`config.mk`:
```
export PLATFORM = sky130hd
export DESIGN_NAME = req_arbiter4
export DESIGN_NICKNAME = d
export VERILOG_FILES = /design/src/rtl/req_arb_pkg.sv /design/src/rtl/req_arbiter4_rr_pick.sv /design/src/rtl/req_arbiter4.sv
export SDC_FILE = /design/constraint.sdc
export NUM_CORES = 1
export LEC_CHECK = 0
export ABC_CLOCK_PERIOD_IN_PS = 2100
export CAP_MARGIN = 5
export CELL_PAD_IN_SITES_DETAIL_PLACEMENT = 0
export CELL_PAD_IN_SITES_GLOBAL_PLACEMENT = 1
export CORE_MARGIN = 3
export CORE_UTILIZATION = 37
export CTS_CLUSTER_DIAMETER = 40
export CTS_CLUSTER_SIZE = 25
export DETAILED_ROUTE_END_ITERATION = 7
export PLACE_DENSITY_LB_ADDON = 0.1
export RECOVER_POWER = 50
export SLEW_MARGIN = 10
export SYNTH_ARGS = -nofsm -noshare
export SYNTH_HDL_FRONTEND = slang
export SYNTH_SLANG_ARGS = --single-unit
```
`constraint.sdc`:
```
create_clock -name clk -period 2.1 [get_ports clk]
set_clock_uncertainty 0.05 [all_clocks]
set_input_delay 0.21 -clock clk [delete_from_list [all_inputs] [get_ports clk]]
set_output_delay 0.21 -clock clk [all_outputs]
set_load 0.05 [all_outputs]
```
`src/rtl/req_arb_pkg.sv`:
```
// Shared types and constants for the four-way round-robin arbiter.
package req_arb_pkg;

    localparam int NREQ  = 4;
    localparam int IDX_W = 2;

    typedef enum logic {
        IDLE,
        GRANT
    } state_e;

endpackage

```
`src/rtl/req_arbiter4_rr_pick.sv`:
```
// Rotated priority encoder: first set request bit scanning from ptr upward (mod 4).
module rr_pick
    import req_arb_pkg::*;
(
    input  logic [NREQ-1:0]  req,
    input  logic [IDX_W-1:0] ptr,
    output logic [IDX_W-1:0] sel,
    output logic             any_req
);

    logic             found;
    logic [IDX_W-1:0] idx;

    assign any_req = |req;

    // Walk ptr, ptr+1, ... and latch the first requester seen; idx wraps naturally at 2 bits.
    always_comb begin
        sel   = '0;
        found = 1'b0;
        idx   = '0;
        for (int i = 0; i < NREQ; i++) begin
            idx = ptr + IDX_W'(i);
            if (!found && req[idx]) begin
                sel   = idx;
                found = 1'b1;
            end
        end
    end

endmodule

```
`src/rtl/req_arbiter4.sv`:
```
// Four-requester round-robin arbiter with hold-until-release grants and a hold timeout.
module req_arbiter4
    import req_arb_pkg::state_e;
    import req_arb_pkg::IDLE;
    import req_arb_pkg::GRANT;
    import req_arb_pkg::IDX_W;
#(
    parameter int NREQ     = 4,
    parameter int MAX_HOLD = 16,
    parameter int HOLD_W   = 5
) (
    input  logic             clk,
    input  logic             rst,
    input  logic [NREQ-1:0]  req,
    input  logic [NREQ-1:0]  rel,
    output logic [NREQ-1:0]  gnt,
    output logic [IDX_W-1:0] gnt_idx,
    output logic             busy,
    output logic             timeout
);

    state_e            state;
    logic [IDX_W-1:0]  ptr;
    logic [HOLD_W-1:0] cnt;
    logic [IDX_W-1:0]  sel;
    logic              any_req;
    logic              rel_cond;
    logic              hold_max;

    rr_pick u_rr_pick (
        .req     (req),
        .ptr     (ptr),
        .sel     (sel),
        .any_req (any_req)
    );

    // Only the holder's own rel/req bits can end a grant.
    assign rel_cond = rel[gnt_idx] | ~req[gnt_idx];
    assign hold_max = (cnt == HOLD_W'(MAX_HOLD - 1));

    // Arbitration FSM with registered grant outputs, rotation pointer and hold counter.
    always_ff @(posedge clk) begin
        if (rst) begin
            state   <= IDLE;
            ptr     <= '0;
            cnt     <= '0;
            gnt     <= '0;
            gnt_idx <= '0;
            busy    <= 1'b0;
            timeout <= 1'b0;
        end else begin
            timeout <= 1'b0;
            case (state)
                IDLE: begin
                    if (any_req) begin
                        gnt     <= NREQ'(1) << sel;
                        gnt_idx <= sel;
                        busy    <= 1'b1;
                        ptr     <= sel + IDX_W'(1);
                        cnt     <= '0;
                        state   <= GRANT;
                    end
                end
                GRANT: begin
                    if (rel_cond || hold_max) begin
                        // A voluntary release wins over the limit, so no timeout pulse then.
                        gnt     <= '0;
                        busy    <= 1'b0;
                        timeout <= ~rel_cond;
                        state   <= IDLE;
                    end else begin
                        cnt <= cnt + HOLD_W'(1);
                    end
                end
                default: state <= IDLE;
            endcase
        end
    end

endmodule

```
==> impl_metrics.yaml, run 1 <==
job:
  max_cap_viol_count: 0
timing:
  finalHoldViolCount: 0
  fin_hold_ws_ns: 0.4373
  timing.final.crit_share_pct: 86.88
  max_freq_ghz: 0.5481
  slew_headroom_pct: 66.23
  finalSetupTns_ns: 0
  finalSetupViolCount: 0
  fin_crit_ns: 1.824
  maxSlewViolCount: 0
  rsz0062_at_grt: "false"
  worst_pin_slew_ns: 0.5048
power:
  fin_total_pwr_w: 0.0007725
  power.density_nw_per_um2: 665.3
  ir_worst_vdd_v: 0.0004606
  p_leak_nw: 0.4413
die:
  die_y_um: 55.48
  rows: 17
  floorplan.die_area_sq_um: 3078
  start_util_pct: 39.80
  fp.dieW_um: 55.48
  ioPinCount: 18
  coreArea_sq_um: 2276
yosys:
  ys_warn_count: 0
  syn_inst: 103
  ys_types: 30
  synthesis.nets: 119
  syn_area_sq_um: 905.9
  ys_ff_latch: 16
  syn_avg_cell_area_sq_um: 8.795
  seq_area_frac_synth_pct: 35.36
placed_design:
  place_congestion: 0.7839
  io_buffer_count: 17
  place_area_sq_um: 1129
  dp_hpwl_mm: 1.425
layout:
  drive_gt1_share_pct: 9.600
  fin_nets: 142
  design_area_sq_um: 1161
  antenna_cells: 0
  syn_to_final_growth_pct: 28.18
  fin_util_pct: 51.02
clocking:
  clk_path_buf_depth: 2
  clk_latency_ns: 0.29
  cts-root-buf: "clkbuf_4"
  cts_buffers: 3
  hold_buffers: 0
  htree_levels: 1
  cts_resized: 0
  tritoncts: "yes"
  clk_pin_slew_ns: 0.10
  postCtsSetupBuffers: 0
  cts_sinks: 16
hold_path:
  hold_end: "gnt[0]$_SDFFE_PP0P_"
  hold_path_class: "reg -> reg"
  min_from: "gnt[0]$_SDFFE_PP0P_"
  hold_depth: 2
critical_path:
  critPathKind: "in -> reg"
  r2r_cells: 6
  worstSetupStartpointType: "primary input"
  crit_chain: "dlygate4sd3_1 -> nand2b_1 -> mux4_2 -> or3_1 -> a21oi_1"
  critPathCaptureType: "register"
  critPathBufInv: 1
  crit_arrival_ns: 2.00
  worstReg2RegStart: "cnt[0]$_SDFFE_PP0P_"
  r2r_end: "cnt[0]$_SDFFE_PP0P_"
  crit_fanout: 8
  r2r_slack_ns: 0.32
  critPathMaxStageDelay_ns: 0.67
  path_delay_family: "buffers and inverters"
  slowest_stage: "dlygate4sd3_1"
  critPathRequiredTime_ns: 2.27
drt:
  wirelength_mm: 1.908
  vias_per_cell: 5.124
  ant_nets: 0
  drtPass1Iterations: 2
  dr_total_vias: 784
  drc: 0
  wl_per_cell_um: 12.47
  drt_iter0_drc: 12
global_route:
  grt_use_total_pct: 13.14
  grt_max_degree: 15
  grt_pass1_wl_mm: 3.263
  overflow: 0
  antenna_found_initial: 0
  grt_pass1_vias: 743
outcome:
  status: "completed"
==> logic make-up after synthesis <==
kind of cell,count (synthesis),synth area share [%]
adders and majority gates,6,8.287
and+or+nand+nor,47,30.39
muxes,4,7.320
AOI/OAI and AO/OA,23,15.61
buffers and inverters,7,3.038
DFF,16,35.36
==> cells in the final DEF, fill, tap and decap left out, drive strengths merged, types with 4 or more instances in the layout <==
cell type	n
dfxtp	16
a21oi	7
dlygate4sd3	6
o21ai	6
nor2	5
clkdlybuf4s50	11
inv	4
nor2b	7
clkbuf	5
nor3	4
o211ai	4
nand3b	9
ha	6
nand2b	7
nand2	4
==> worst min-delay path, delay by kind of cell (launching register included) <==
| family | cells | cell delay (ns) |
|---|---|---|
| AND/OR/NAND/NOR | 1 | 0.07 |
| AO/OA/AOI/OAI | 1 | 0.06 |
| flip-flops | 1 | 0.32 |
==> synth_stat cells, drive strengths merged <==
master | count | area [sq um]
or3 | 2 | 12.51
o21ai | 6 | 30.03
or2 | 1 | 6.260
and3 | 1 | 6.260
inv | 4 | 15.01
o211ai | 4 | 30.03
nand3b | 9 | 67.56
nor2 | 5 | 18.77
ha | 6 | 75.07
o31ai | 1 | 7.510
nor2b | 7 | 43.79
o21ba | 1 | 10.01
dfxtp | 16 | 320.3
a211oi | 1 | 7.510
o22ai | 1 | 6.260
mux4 | 2 | 45.04
nand2b | 7 | 43.79
nor3 | 4 | 20.02
a21oi | 7 | 35.03
nand2 | 4 | 15.01
nor4 | 2 | 12.51
o21a | 2 | 15.01
nor3b | 1 | 7.510
nand3 | 3 | 15.01
clkbuf | 2 | 7.510
mux2i | 1 | 10.01
mux2 | 1 | 11.26
and2 | 1 | 6.260
buf | 1 | 5.000
==> flip-flops by register name, summed over array words and instances (netlist names) <==
name / count
busy: 1
cnt: 5
gnt: 4
gnt_idx: 2
ptr: 2
state: 1
timeout: 1
==> power breakdown <==
group | internal [W] | total, W | switching (W)
Clock | 0.000106 | 0.000206 | 0.000100
Sequential | 0.000326 | 0.000346 | 0.0000203
Combinational | 0.0000916 | 0.000221 | 0.000129
==> worst max path at each step <==
stage,start,end,slack (ns),cells after the start
2_1_floorplan,gnt_idx[0]$_SDFFE_PP0P_,cnt[0]$_SDFFE_PP0P_,0.18,3
3_3_place_gp,req[0],cnt[0]$_SDFFE_PP0P_,0.09,5
3_5_place_dp,req[0],cnt[0]$_SDFFE_PP0P_,0.06,5
4_1_cts,gnt_idx[0]$_SDFFE_PP0P_,gnt_idx[0],0.25,1
5_1_grt,req[0],gnt[3]$_SDFFE_PP0P_,0.17,5
6_report,req[0],cnt[0]$_SDFFE_PP0P_,0.28,5
==> routing by layer <==
metal / GRT usage [%] / part of all wire [%] / vias up
met2: 22.13 / 49 / 8
met5: 0 / 0 / -
met1: 16.19 / 47 / 360
met4: 2.083 / 0.73 / 0
met3: 4.907 / 3.2 / 2
li1: - / - / 414
==> area by class of cell <==
class	count	area [sq um]
Fill cell	193	1115
Multi-Input combinational cell	80	558.0
Sequential cell	16	320.3
Timing Repair Buffer	21	196.4
Clock buffer	4	36.28
Tap cell	28	35.03
Inverter	4	15.01
==> per-stage QoR <==
step,instances,worst slack [ns]
final,153,0.2756
after global routing,153,0.1734
after CTS,153,0.2501
after detailed placement,149,0.06095
after global placement,149,0.08505
after floorplan,103,0.1844
(Power assumes the default switching activity.)
==> inputs of run 2 (changes only) <==
- CORE_MARGIN: 3 -> 4
==> run 2 against run 1 <==
  * Global-route usage decreased by 0.43 points
  * Non-clock buffer count unchanged
  * Maximum frequency increased by 0.42%
  * Critical path depth decreased by 4
  * Register-to-register slack about the same
  * Utilization unchanged
  * Cell area unchanged
  * First-iteration DRC count increased by 83%
  * Sequential cell count unchanged
  * Via count increased by 2.3%
  * Sequential share of layout area unchanged
  * Combinational power about the same
==> impl_metrics.yaml, run 2 (synthesis gave the netlist of run 1 again) <==
global_route:
  antenna_found_initial: 0
  grt_max_degree: 15
  overflow: 0
  grt_use_total_pct: 12.71
  grt_pass1_vias: 776
  grt_pass1_wl_mm: 3.325
timing:
  fin_crit_ns: 1.817
  worst_pin_slew_ns: 0.4997
  fin_hold_ws_ns: 0.4388
  max_freq_ghz: 0.5504
  finalSetupTns_ns: 0
  timing.final.crit_share_pct: 86.51
  rsz0062_at_grt: "false"
  timing.final.ws_setup_ns: 0.2833
  finalHoldViolCount: 0
  finalSetupViolCount: 0
  maxSlewViolCount: 0
  slew_headroom_pct: 66.58
drt:
  met1_length_um: 933
  ant_nets: 0
  wl_per_cell_um: 12.74
  drc: 0
  wirelength_mm: 1.949
  vias_per_cell: 5.242
  wl_met2_um: 954
  drtPass1Iterations: 4
  drt_iter0_drc: 22
  wl_met3_um: 47
  dr_total_vias: 802
  top_layer: "met4"
clocking:
  clk_latency_ns: 0.29
  cts_resized: 0
  htree_levels: 1
  clk_pin_slew_ns: 0.09
  tritoncts: "yes"
  cts_buffers: 3
  postCtsSetupBuffers: 0
  hold_buffers: 0
  cts-root-buf: "clkbuf_4"
  clk_path_buf_depth: 2
  cts_sinks: 16
power:
  power.density_nw_per_um2: 669.4
  ir_worst_vdd_v: 0.0004021
  p_leak_nw: 0.4390
layout:
  syn_to_final_growth_pct: 28.18
  instances_no_fill: 153
  reg_top3: "cnt x5, gnt x4"
  antenna_cells: 0
  final_cell_mix: "dfxtp_1, clkdlybuf4s50_1, nand3b_1"
  largest_reg_flops: 5
  layout_commonest_cell: "dfxtp_1"
  fin_nets: 142
  drive_gt1_share_pct: 8.800
  top_register: "cnt"
  n_fill_cell: 217
die:
  ioPinCount: 18
  fp.dieW_um: 57.48
  floorplan.die_area_sq_um: 3304
  die_y_um: 57.48
  coreArea_sq_um: 2276
  start_util_pct: 39.80
  rows: 17
critical_path:
  critPathKind: "reg -> out"
  r2r_slack_ns: 0.33
  crit_fanout: 4
  r2r_cells: 6
  worstReg2RegStart: "cnt[0]$_SDFFE_PP0P_"
  critPathMaxStageDelay_ns: 0.84
  r2r_end: "cnt[0]$_SDFFE_PP0P_"
  cp-startpoint: "gnt_idx[0]$_SDFFE_PP0P_"
  critPathBufInv: 1
  worstSetupStartpointType: "register"
  path_delay_family: "buffers and inverters"
  critPathCaptureType: "output port"
  crit_arrival_ns: 1.56
  slowest_stage: "clkdlybuf4s50_1"
  crit_chain: "clkdlybuf4s50_1"
  critPathRequiredTime_ns: 1.84
placed_design:
  place_ws_ns: 0.06411
  io_buffer_count: 17
  place_congestion: 0.7334
  place_inst: 149
  dp_hpwl_mm: 1.496
hold_path:
  hold_path_class: "reg -> reg"
  hold_end: "gnt[0]$_SDFFE_PP0P_"
  hold_depth: 2
  min_from: "gnt[0]$_SDFFE_PP0P_"
outcome:
  status: "completed"
job:
  max_cap_viol_count: 0
==> run 2: per-stage QoR <==
stage	utilization, %	instance area, sq um	power [W]
global placement	49.59	1129	0.0005803
global route	51.02	1161	0.0008199
finish	51.02	1161	0.0007773
CTS	51.18	1165	0.0007943
floorplan	-	905.9	0.0004952
detailed placement	49.59	1129	0.0005790
==> run 2: metal layers <==
metal  GRT usage (%)  vias to the layer above
met1           15.35                      381
met3           4.072                        2
met4           3.974                        0
met2           21.29                        8
met5               0                        -
li1                -                      411
==> run 2: area by class of cell <==
type	instances	area [sq um]	share of cell area (%)
inverter	4	15.01	1.293
clock buffer	4	36.28	3.125
multi-input combinational	80	558.0	48.06
timing repair buffer	21	196.4	16.92
tap	28	35.03	3.017
sequential	16	320.3	27.59
==> run 2: worst max path at each step <==
stage	end	slack, ns	cells after the start
after floorplan	cnt[0]$_SDFFE_PP0P_	0.18	3
after global placement	cnt[0]$_SDFFE_PP0P_	0.09	5
after detailed placement	cnt[4]$_SDFFE_PP0P_	0.06	5
after CTS	gnt_idx[0]	0.25	1
after global routing	gnt[2]$_SDFFE_PP0P_	0.17	8
final	gnt_idx[0]	0.28	1
==> run 2: where the power goes <==
group	leakage, nW	total, W	internal [W]	switching (W)
Clock	0.0210	0.000211	0.000106	0.000105
Combinational	0.287	0.000220	0.0000911	0.000129
Sequential	0.131	0.000346	0.000326	0.0000203
Total	0.439	0.000777	0.000523	0.000255
==> inputs of run 3 (changes only) <==
- GPL_ROUTABILITY_DRIVEN: not set -> 0
==> results of run 3 <==
No change in the layout: final DEF, timing and power equal those of run 2.
